===== config.mk =====
export PLATFORM = sky130hd
export DESIGN_NAME = bus_port_arbiter
export DESIGN_NICKNAME = d
export VERILOG_FILES = /design/src/rtl/bus_port_arbiter_pkg.sv /design/src/rtl/bus_port_arbiter.sv
export SDC_FILE = /design/constraint.sdc
export NUM_CORES = 1
export LEC_CHECK = 0
export CAP_MARGIN = 0
export CORE_AREA = 2 2 161 163
export CTS_BUF_LIST = sky130_fd_sc_hd__clkbuf_2 sky130_fd_sc_hd__clkbuf_4 sky130_fd_sc_hd__clkbuf_8
export DETAILED_ROUTE_END_ITERATION = 12
export DIE_AREA = 0 0 163 165
export SYNTH_ARGS = -nofsm -noshare
export SYNTH_HDL_FRONTEND = slang
export SYNTH_SLANG_ARGS = --single-unit

===== constraint.sdc =====
create_clock -name clk -period 2.35 [get_ports clk]
set_clock_uncertainty 0.1 [all_clocks]
set_input_delay 0.235 -clock clk [delete_from_list [all_inputs] [get_ports clk]]
set_output_delay 0.235 -clock clk [all_outputs]
set_load 0.05 [all_outputs]

===== src/rtl/bus_port_arbiter_pkg.sv =====
// Shared bus types for the instruction/data port arbiter.
// Bus widths, access sizes, FSM state and owner encodings.
package bus_port_arbiter_pkg;

    localparam int ADDR_W = 32;
    localparam int DATA_W = 64;
    localparam int INST_W = 32;
    localparam int STRB_W = DATA_W / 8;

    typedef enum logic [2:0] {
        MSIZE1 = 3'd0,
        MSIZE2 = 3'd1,
        MSIZE4 = 3'd2,
        MSIZE8 = 3'd3
    } msize_t;

    typedef struct packed {
        logic              valid;
        logic [ADDR_W-1:0] addr;
    } ibus_req_t;

    typedef struct packed {
        logic              addr_ok;
        logic              data_ok;
        logic [INST_W-1:0] data;
    } ibus_resp_t;

    typedef struct packed {
        logic              valid;
        logic [ADDR_W-1:0] addr;
        msize_t            size;
        logic [STRB_W-1:0] strobe;
        logic [DATA_W-1:0] data;
    } dbus_req_t;

    typedef struct packed {
        logic              addr_ok;
        logic              data_ok;
        logic [DATA_W-1:0] data;
    } dbus_resp_t;

    typedef struct packed {
        logic              valid;
        logic [ADDR_W-1:0] addr;
        msize_t            size;
        logic [STRB_W-1:0] strobe;
        logic [DATA_W-1:0] data;
    } mport_req_t;

    typedef struct packed {
        logic              addr_ok;
        logic              data_ok;
        logic [DATA_W-1:0] data;
    } mport_resp_t;

    typedef enum logic [1:0] {
        IDLE = 2'd0,
        REQ  = 2'd1,
        WAIT = 2'd2
    } arb_state_t;

    typedef enum logic [1:0] {
        NONE  = 2'd0,
        OWN_I = 2'd1,
        OWN_D = 2'd2
    } owner_t;

endpackage


===== src/rtl/bus_port_arbiter.sv =====
// Serialises instruction and data requests onto one single-beat memory port,
// with data priority bounded by a starvation counter for fetches.
module bus_port_arbiter
    import bus_port_arbiter_pkg::*;
#(
    parameter int STARVE_LIMIT = 1,
    parameter int CNT_W        = 4
) (
    input  logic        clk,
    input  logic        reset,
    input  ibus_req_t   ireq,
    output ibus_resp_t  iresp,
    input  dbus_req_t   dreq,
    output dbus_resp_t  dresp,
    output mport_req_t  mreq,
    input  mport_resp_t mresp,
    output logic        busy
);

    localparam logic [CNT_W-1:0] LIMIT = CNT_W'(STARVE_LIMIT);

    arb_state_t       state, state_nxt;
    owner_t           owner, owner_nxt;
    mport_req_t       lat, lat_nxt;
    logic [CNT_W-1:0] starve_cnt, cnt_nxt;
    logic             forced;
    logic             grant_i;
    logic             grant_d;
    logic             done;

    always_ff @(posedge clk) begin
        if (reset) begin
            state      <= IDLE;
            owner      <= NONE;
            lat        <= '0;
            starve_cnt <= '0;
        end else begin
            state      <= state_nxt;
            owner      <= owner_nxt;
            lat        <= lat_nxt;
            starve_cnt <= cnt_nxt;
        end
    end

    // Grant, starvation tracking and FSM transitions.
    always_comb begin
        state_nxt = state;
        owner_nxt = owner;
        lat_nxt   = lat;
        cnt_nxt   = starve_cnt;
        forced    = 1'b0;
        grant_i   = 1'b0;
        grant_d   = 1'b0;
        done      = 1'b0;
        unique case (state)
            IDLE: begin
                forced = ireq.valid && (starve_cnt == LIMIT);
                if (dreq.valid && !forced) begin
                    grant_d = 1'b1;
                end else if (ireq.valid) begin
                    grant_i = 1'b1;
                end
                if (grant_d) begin
                    lat_nxt.valid  = 1'b0;
                    lat_nxt.addr   = dreq.addr;
                    lat_nxt.size   = dreq.size;
                    lat_nxt.strobe = dreq.strobe;
                    lat_nxt.data   = dreq.data;
                    owner_nxt      = OWN_D;
                    state_nxt      = REQ;
                    if (!ireq.valid) begin
                        cnt_nxt = '0;
                    end else if (starve_cnt < LIMIT) begin
                        cnt_nxt = starve_cnt + 1'b1;
                    end
                end else if (grant_i) begin
                    lat_nxt.valid  = 1'b0;
                    lat_nxt.addr   = ireq.addr;
                    lat_nxt.size   = MSIZE4;
                    lat_nxt.strobe = '0;
                    lat_nxt.data   = '0;
                    owner_nxt      = OWN_I;
                    state_nxt      = REQ;
                    cnt_nxt        = '0;
                end
            end
            REQ: begin
                if (mresp.addr_ok && mresp.data_ok) begin
                    done = 1'b1;
                end else if (mresp.addr_ok) begin
                    state_nxt = WAIT;
                end
            end
            WAIT: begin
                done = mresp.data_ok;
            end
            default: begin
                state_nxt = IDLE;
            end
        endcase
        if (done) begin
            state_nxt = IDLE;
            owner_nxt = NONE;
        end
    end

    // A withdrawn requester gets no response; the port still completes.
    always_comb begin
        mreq  = '0;
        iresp = '0;
        dresp = '0;
        if (state == REQ) begin
            mreq       = lat;
            mreq.valid = 1'b1;
        end
        if (done && owner == OWN_I && ireq.valid) begin
            iresp.addr_ok = 1'b1;
            iresp.data_ok = 1'b1;
            iresp.data    = mresp.data[INST_W-1:0];
        end
        if (done && owner == OWN_D && dreq.valid) begin
            dresp.addr_ok = 1'b1;
            dresp.data_ok = 1'b1;
            dresp.data    = mresp.data;
        end
    end

    assign busy = (state != IDLE);

endmodule


==> results of run 1 <==
[cell usage after synthesis (2+ instances only)]
library cell	count
a21oi_1	7
clkbuf_2	6
a31oi_1	2
buf_2	19
ha_1	6
and2_1	203
o21ai_0	3
nor4_1	32
nor3_1	66
a22oi_2	30
inv_1	9
a211oi_1	3
nor2_1	115
dfxtp_1	115
clkbuf_1	23
nand4_1	2
buf_6	11
a22oi_1	44
nand2_1	4
buf_4	10
[worst max-delay path by stage]
| stage | from | endpoint | slack [ns] | cells after the start |
|---|---|---|---|---|
| after floorplan | state[1] | iresp[23] | 0.03 | 6 |
| after global placement | mresp[65] | dresp[15] | 0.14 | 7 |
| after detailed placement | mresp[65] | dresp[18] | 0.10 | 7 |
| after CTS | state[0] | dresp[62] | -0.19 | 9 |
| after global routing | state[0] | dresp[63] | -0.26 | 9 |
| final | state[0] | dresp[60] | -0.19 | 9 |
[repair_timing]
item / in CTS / in global routing
endpoints found under the setup margin: 98 / 207
resized for setup: 112 / 30
pin swaps: 6 / 20
gates cloned: 8 / 7
hold buffers: 0 / 0
setup buffers: 12 / 7
[power groups by stage]
| stage | Combinational [mW] | Sequential [mW] | Clock, mW |
|---|---|---|---|
| after global routing | 3.04 | 2.32 | 2.12 |
| after global placement | 2.61 | 2.32 | 0 |
| after detailed placement | 2.63 | 2.33 | 0 |
| after CTS | 2.70 | 2.28 | 2.05 |
| final | 2.85 | 2.29 | 1.97 |
| after floorplan | 1.45 | 2.30 | 0 |
[per-stage QoR]
stage | power [mW] | hold slack (ns)
final | 7.11 | 0.246
after global routing | 7.47 | 0.224
after CTS | 7.03 | 0.219
after detailed placement | 4.95 | 0.378
after global placement | 4.92 | 0.371
after floorplan | 3.75 | 0.269
[cell families after synthesis]
family                     after synthesis
and+or+nand+nor                        427
DFF                                    115
AOI/OAI and AO/OA                       96
buffers and inverters                   80
adders and majority gates                6
[area by class of cell]
type,count,area (sq um)
well taps,330,413
inverters,9,36.3
fillers,2186,11300
multi-input cells,529,3580
repair buffers,463,6980
clock buffers,17,234
clock inverters,14,178
diodes,2,5.00
flip-flops and latches,115,2300
[flip-flops by register name, summed over array words and instances (netlist names)]
name        cells
lat           107
starve_cnt      4
state           2
owner           2
[layer usage]
metal | global-route usage, % | vias to the layer above | wire [microns]
met3 | 7.36 | 31 | 2390
met2 | 30.5 | 239 | 13300
li1 | - | 3277 | -
met1 | 23.3 | 3155 | 11800
met5 | 0 | - | 0
met4 | 5.23 | 0 | 486
==> flow_summary.ini, run 1 <==
[route]
vias = 6702
post_drt_wl_per_cell_microns = 19.0
drc = 0
drt_iter0_drc = 402
routed_wirelength_microns = 28000
vias_per_cell = 4.53
drtPass1Iterations = 4
postRouteAntennaNets = 0

[sta]
finalSetupTns_ns = -11.11
max_freq_mhz = 394
slew_viol_final = 0
setup_viol = 75
min_period_ns = 2.54
setup_ws_ns = -0.189
worst_pin_slew_ns = 0.763
slew_headroom_pct = 49.2
final_hold_viol_count = 0
rsz0062_at_grt = yes
fin_crit_sh_pct = 108

[clocking]
htree_levels = 4
numCtsBuffers = 17
cts_root_buf = clkbuf_8
clockBufferDepth = 2
cts_sinks = 115
cts_tree = done
clk_latency_ns = 0.43
clkSlewWorstSetupHoldPaths_ns = 0.08

[finish]
postLayoutCellArea_sq_mm = 0.0137
drive_above_1_share_pct = 37.8
layout.core_utilization_pct = 54.8
nets = 1350
layout_commonest_cell = buf_12
final_cell_mix = buf_12 (218), clkdlybuf4s50_1 (207), nor2_1 (113), dfxtp_1 (113), and2_1 (106)
final_cells = 1479
areaGrowthSynthToFinish_pct = 127

[pwr]
p_per_area_mw_per_mm2 = 518
pwr-share-comb_pct = 40.1
p_switching_mw = 2.56
power_frac_seq_pct = 32.2
power.internal_mw = 4.55
vdd_drop_max_mv = 0.406
p_leak_nw = 5.38
switching_share_pct = 36.0
power.share.clock_pct = 27.7

[min_path]
hold_path_class = input port to flip-flop
min_from = reset
whs_endpoint = lat[7]
hold_depth = 2

[floorplan]
num_io_pins = 418
die_area_sq_mm = 0.0269
fp.dieW_microns = 163
core_sq_mm = 0.0250
dieHeight_microns = 165
rows = 58
initial_core_util_pct = 24.1

[yosys]
synthCells = 724
synth_top_family_by_area = simple AND/OR/NAND/NOR gates
synth_edf_count = 0
yosysWarnings = 0
synth.distinct_cells = 34
yosys-top-cells-area = dfxtp_1 (38%), and2_1 (21%), nor2_1 (7.1%)
synthAdderAreaFrac_pct = 1.24
synth_top_cell_area_share_pct = 38.1
syn_avg_cell_area_sq_um = 8.34
synth_compound_area_share_pct = 14.7
synth-async-reset-ratio_pct = 0
synth-simple-area-share_pct = 38.1
synthesis.nets = 939
synth_xor_area_share_pct = 0
syn_area_sq_mm = 0.00604
synth_ff_type = dfxtp_1
yosys.area.top_type = dfxtp_1
synth_mux_area_share_pct = 0
synth_seq_cells = 115
yosysSeqAreaShare_pct = 38.1

[setup_path]
end_kind = output pin
rr_endpoint = lat[83]
crit_type = flip-flop to output pin
path_cells = buf_6 > ha_4 > a21oi_4 > nor2_4 > and4b_2 > buf_8 > clkbuf_16 > and2_4 > buf_12
r2r_start = starve_cnt[1]
ff2ff_path_depth = 6
cp_top_family = buffers and inverters
arrival_ns = 2.20
ff2ff_setup_slack_ns = 0.28
worstSetupStartpointType = flip-flop
crit_fanout = 7
cp.required_ns = 2.02
slowest_stage = dfxtp_2
worst-path-buf-inv = 4
cpPeakStageDelay_ns = 0.34

[outcome]
outcome = finished, violations left
violations = negative setup slack

[place]
place.port_buffers = 417
place_congestion = 0.742
dpl.cell_count = 1417
hpwl_microns = 18500
pre_cts_slack_ns = 0.100
place_area_sq_mm = 0.0125

[grt]
grt_pass1_vias = 6585
grt_util_all_layers_pct = 18.8
grt_max_degree = 111
antenna_found_initial = 0
grt.overflow.total = 0
grt_pass1_wl_microns = 39000

[flow_run]
maxCapViolCount = 0
Power figures use the tool's default switching activity.
==> run 2, diff against run 1 <==
Settings changed: CELL_PAD_IN_SITES_DETAIL_PLACEMENT set to 1, CELL_PAD_IN_SITES_GLOBAL_PLACEMENT set to 2, CORE_AREA 2 2 161 163 to not set, CORE_ASPECT_RATIO set to 0.8, CORE_MARGIN set to 2, CORE_UTILIZATION set to 19, CTS_CLUSTER_SIZE set to 30, DIE_AREA 0 0 163 165 to not set, PLACE_DENSITY_LB_ADDON set to 0.1.
==> flow_summary.ini, run 2 (same netlist as run 1, synthesis figures left out) <==
[sta]
rsz0062_at_grt = yes
max_freq_mhz = 385
min_period_ns = 2.59
fin_crit_sh_pct = 110
worst_pin_slew_ns = 0.603
setup_viol = 100
slew_headroom_pct = 59.8
slew_viol_final = 0
final_hold_viol_count = 0
setup_ws_ns = -0.244

[setup_path]
worstSetupStartpointType = flip-flop
crit_fanout = 12
crit_type = flip-flop to output pin
cp.required_ns = 2.02
arrival_ns = 2.26
end_kind = output pin

[floorplan]
core_sq_mm = 0.0314
rows = 58
dieHeight_microns = 163
fp.dieW_microns = 203
initial_core_util_pct = 19.3
num_io_pins = 418
die_area_sq_mm = 0.0332

[route]
post_drt_wl_per_cell_microns = 20.3
drtPass1Iterations = 6
routed_wirelength_microns = 31800
drt_iter0_drc = 187
postRouteAntennaNets = 0
drc = 0
vias = 6735
vias_per_cell = 4.30

[outcome]
violations = negative setup slack
outcome = finished, violations left

[finish]
layout_commonest_cell = buf_12
nets = 1347
drive_above_1_share_pct = 37.7
final_cell_mix = buf_12 (222), clkdlybuf4s50_1 (207), nor2_1 (113), dfxtp_1 (113), and2_1 (106)
areaGrowthSynthToFinish_pct = 130
fillCellCount = 3375
largest_reg_flops = 107
layout.core_utilization_pct = 44.3
regMostFlops = lat
top_regs = lat x107, starve_cnt x4

[clocking]
clkSlewWorstSetupHoldPaths_ns = 0.08
cts_sinks = 115
clockBufferDepth = 2
cts_tree = done
clk_latency_ns = 0.45
htree_levels = 4
numCtsBuffers = 17
cts_hold_buf = 0
cts_root_buf = clkbuf_8

[place]
place.port_buffers = 417
hpwl_microns = 22100
place_congestion = 0.749

[grt]
grt_util_all_layers_pct = 17.9
antenna_found_initial = 1
grt_pass1_vias = 7013
grt_pass1_wl_microns = 45000
grt.overflow.total = 0
grt_max_degree = 111

[pwr]
p_leak_nw = 5.39
p_per_area_mw_per_mm2 = 526
vdd_drop_max_mv = 0.352
power.total_mw = 7.30

[min_path]
hold_path_class = input port to flip-flop

[flow_run]
maxCapViolCount = 0
-- run 2: timing repair --
| action | in CTS | in global routing |
|---|---|---|
| pin swaps | 23 | 22 |
| resized for setup | 127 | 7 |
| endpoints found under the setup margin | 100 | 207 |
| buffers inserted | 12 | 1 |
| cloned | 6 | 4 |
-- run 2: final timing paths --
path,slack (ns),start,to,depth (start not counted)
max,-0.24,state[0],dresp[0],10
min,0.18,reset,lat[53],2
max reg2reg,0.52,starve_cnt[0],lat[96],6
min reg2reg,0.39,lat[86],lat[86],2
-- run 2: final cells by class --
class | instances | area, sq um | share of cell area (%)
timing repair buffer | 460 | 6980 | 50.3
multi-input combinational | 529 | 3580 | 25.8
sequential | 115 | 2310 | 16.6
tap | 420 | 526 | 3.78
clock buffer | 18 | 248 | 1.78
clock inverter | 14 | 201 | 1.45
inverter | 9 | 36.3 | 0.261
antenna | 1 | 2.50 | 0.0180
-- run 2: layer usage --
layer  global-route usage, %  vias up  wire, microns
met2                    30.6      207          15700
met4                    3.38        0            155
met3                    6.34       11           2340
met1                    21.8     3246          13600
met5                       0        -              0
li1                        -     3271              -
-- run 2: critical path, stage by stage (launching register included) --
cell	delay, ns
dfxtp_2	0.33
buf_6	0.11
ha_4	0.16
a21oi_4	0.19
nor2_4	0.06
and4b_2	0.24
buf_8	0.13
buf_12	0.13
buf_16	0.15
and2_4	0.16
buf_12	0.14
-- run 2: power by group --
part           internal, mW  total (mW)  switching (mW)
Clock                  1.20        2.15           0.960
Combinational          1.31        2.86            1.55
Sequential             2.17        2.28           0.109
-- run 2: stage by stage --
step           worst slack [ns]  instance area, sq um  hold WS, ns  std cells  TNS (ns)
2_1_floorplan            0.0281                  6070        0.269        724         0
3_3_place_gp             0.0861                 12800        0.378       1513         0
3_5_place_dp             0.0730                 12800        0.381       1513         0
4_1_cts                  -0.274                 13800        0.140       1563    -23.16
5_1_grt                  -0.368                 13900        0.173       1565    -30.52
6_report                 -0.244                 13900        0.179       1566    -18.36
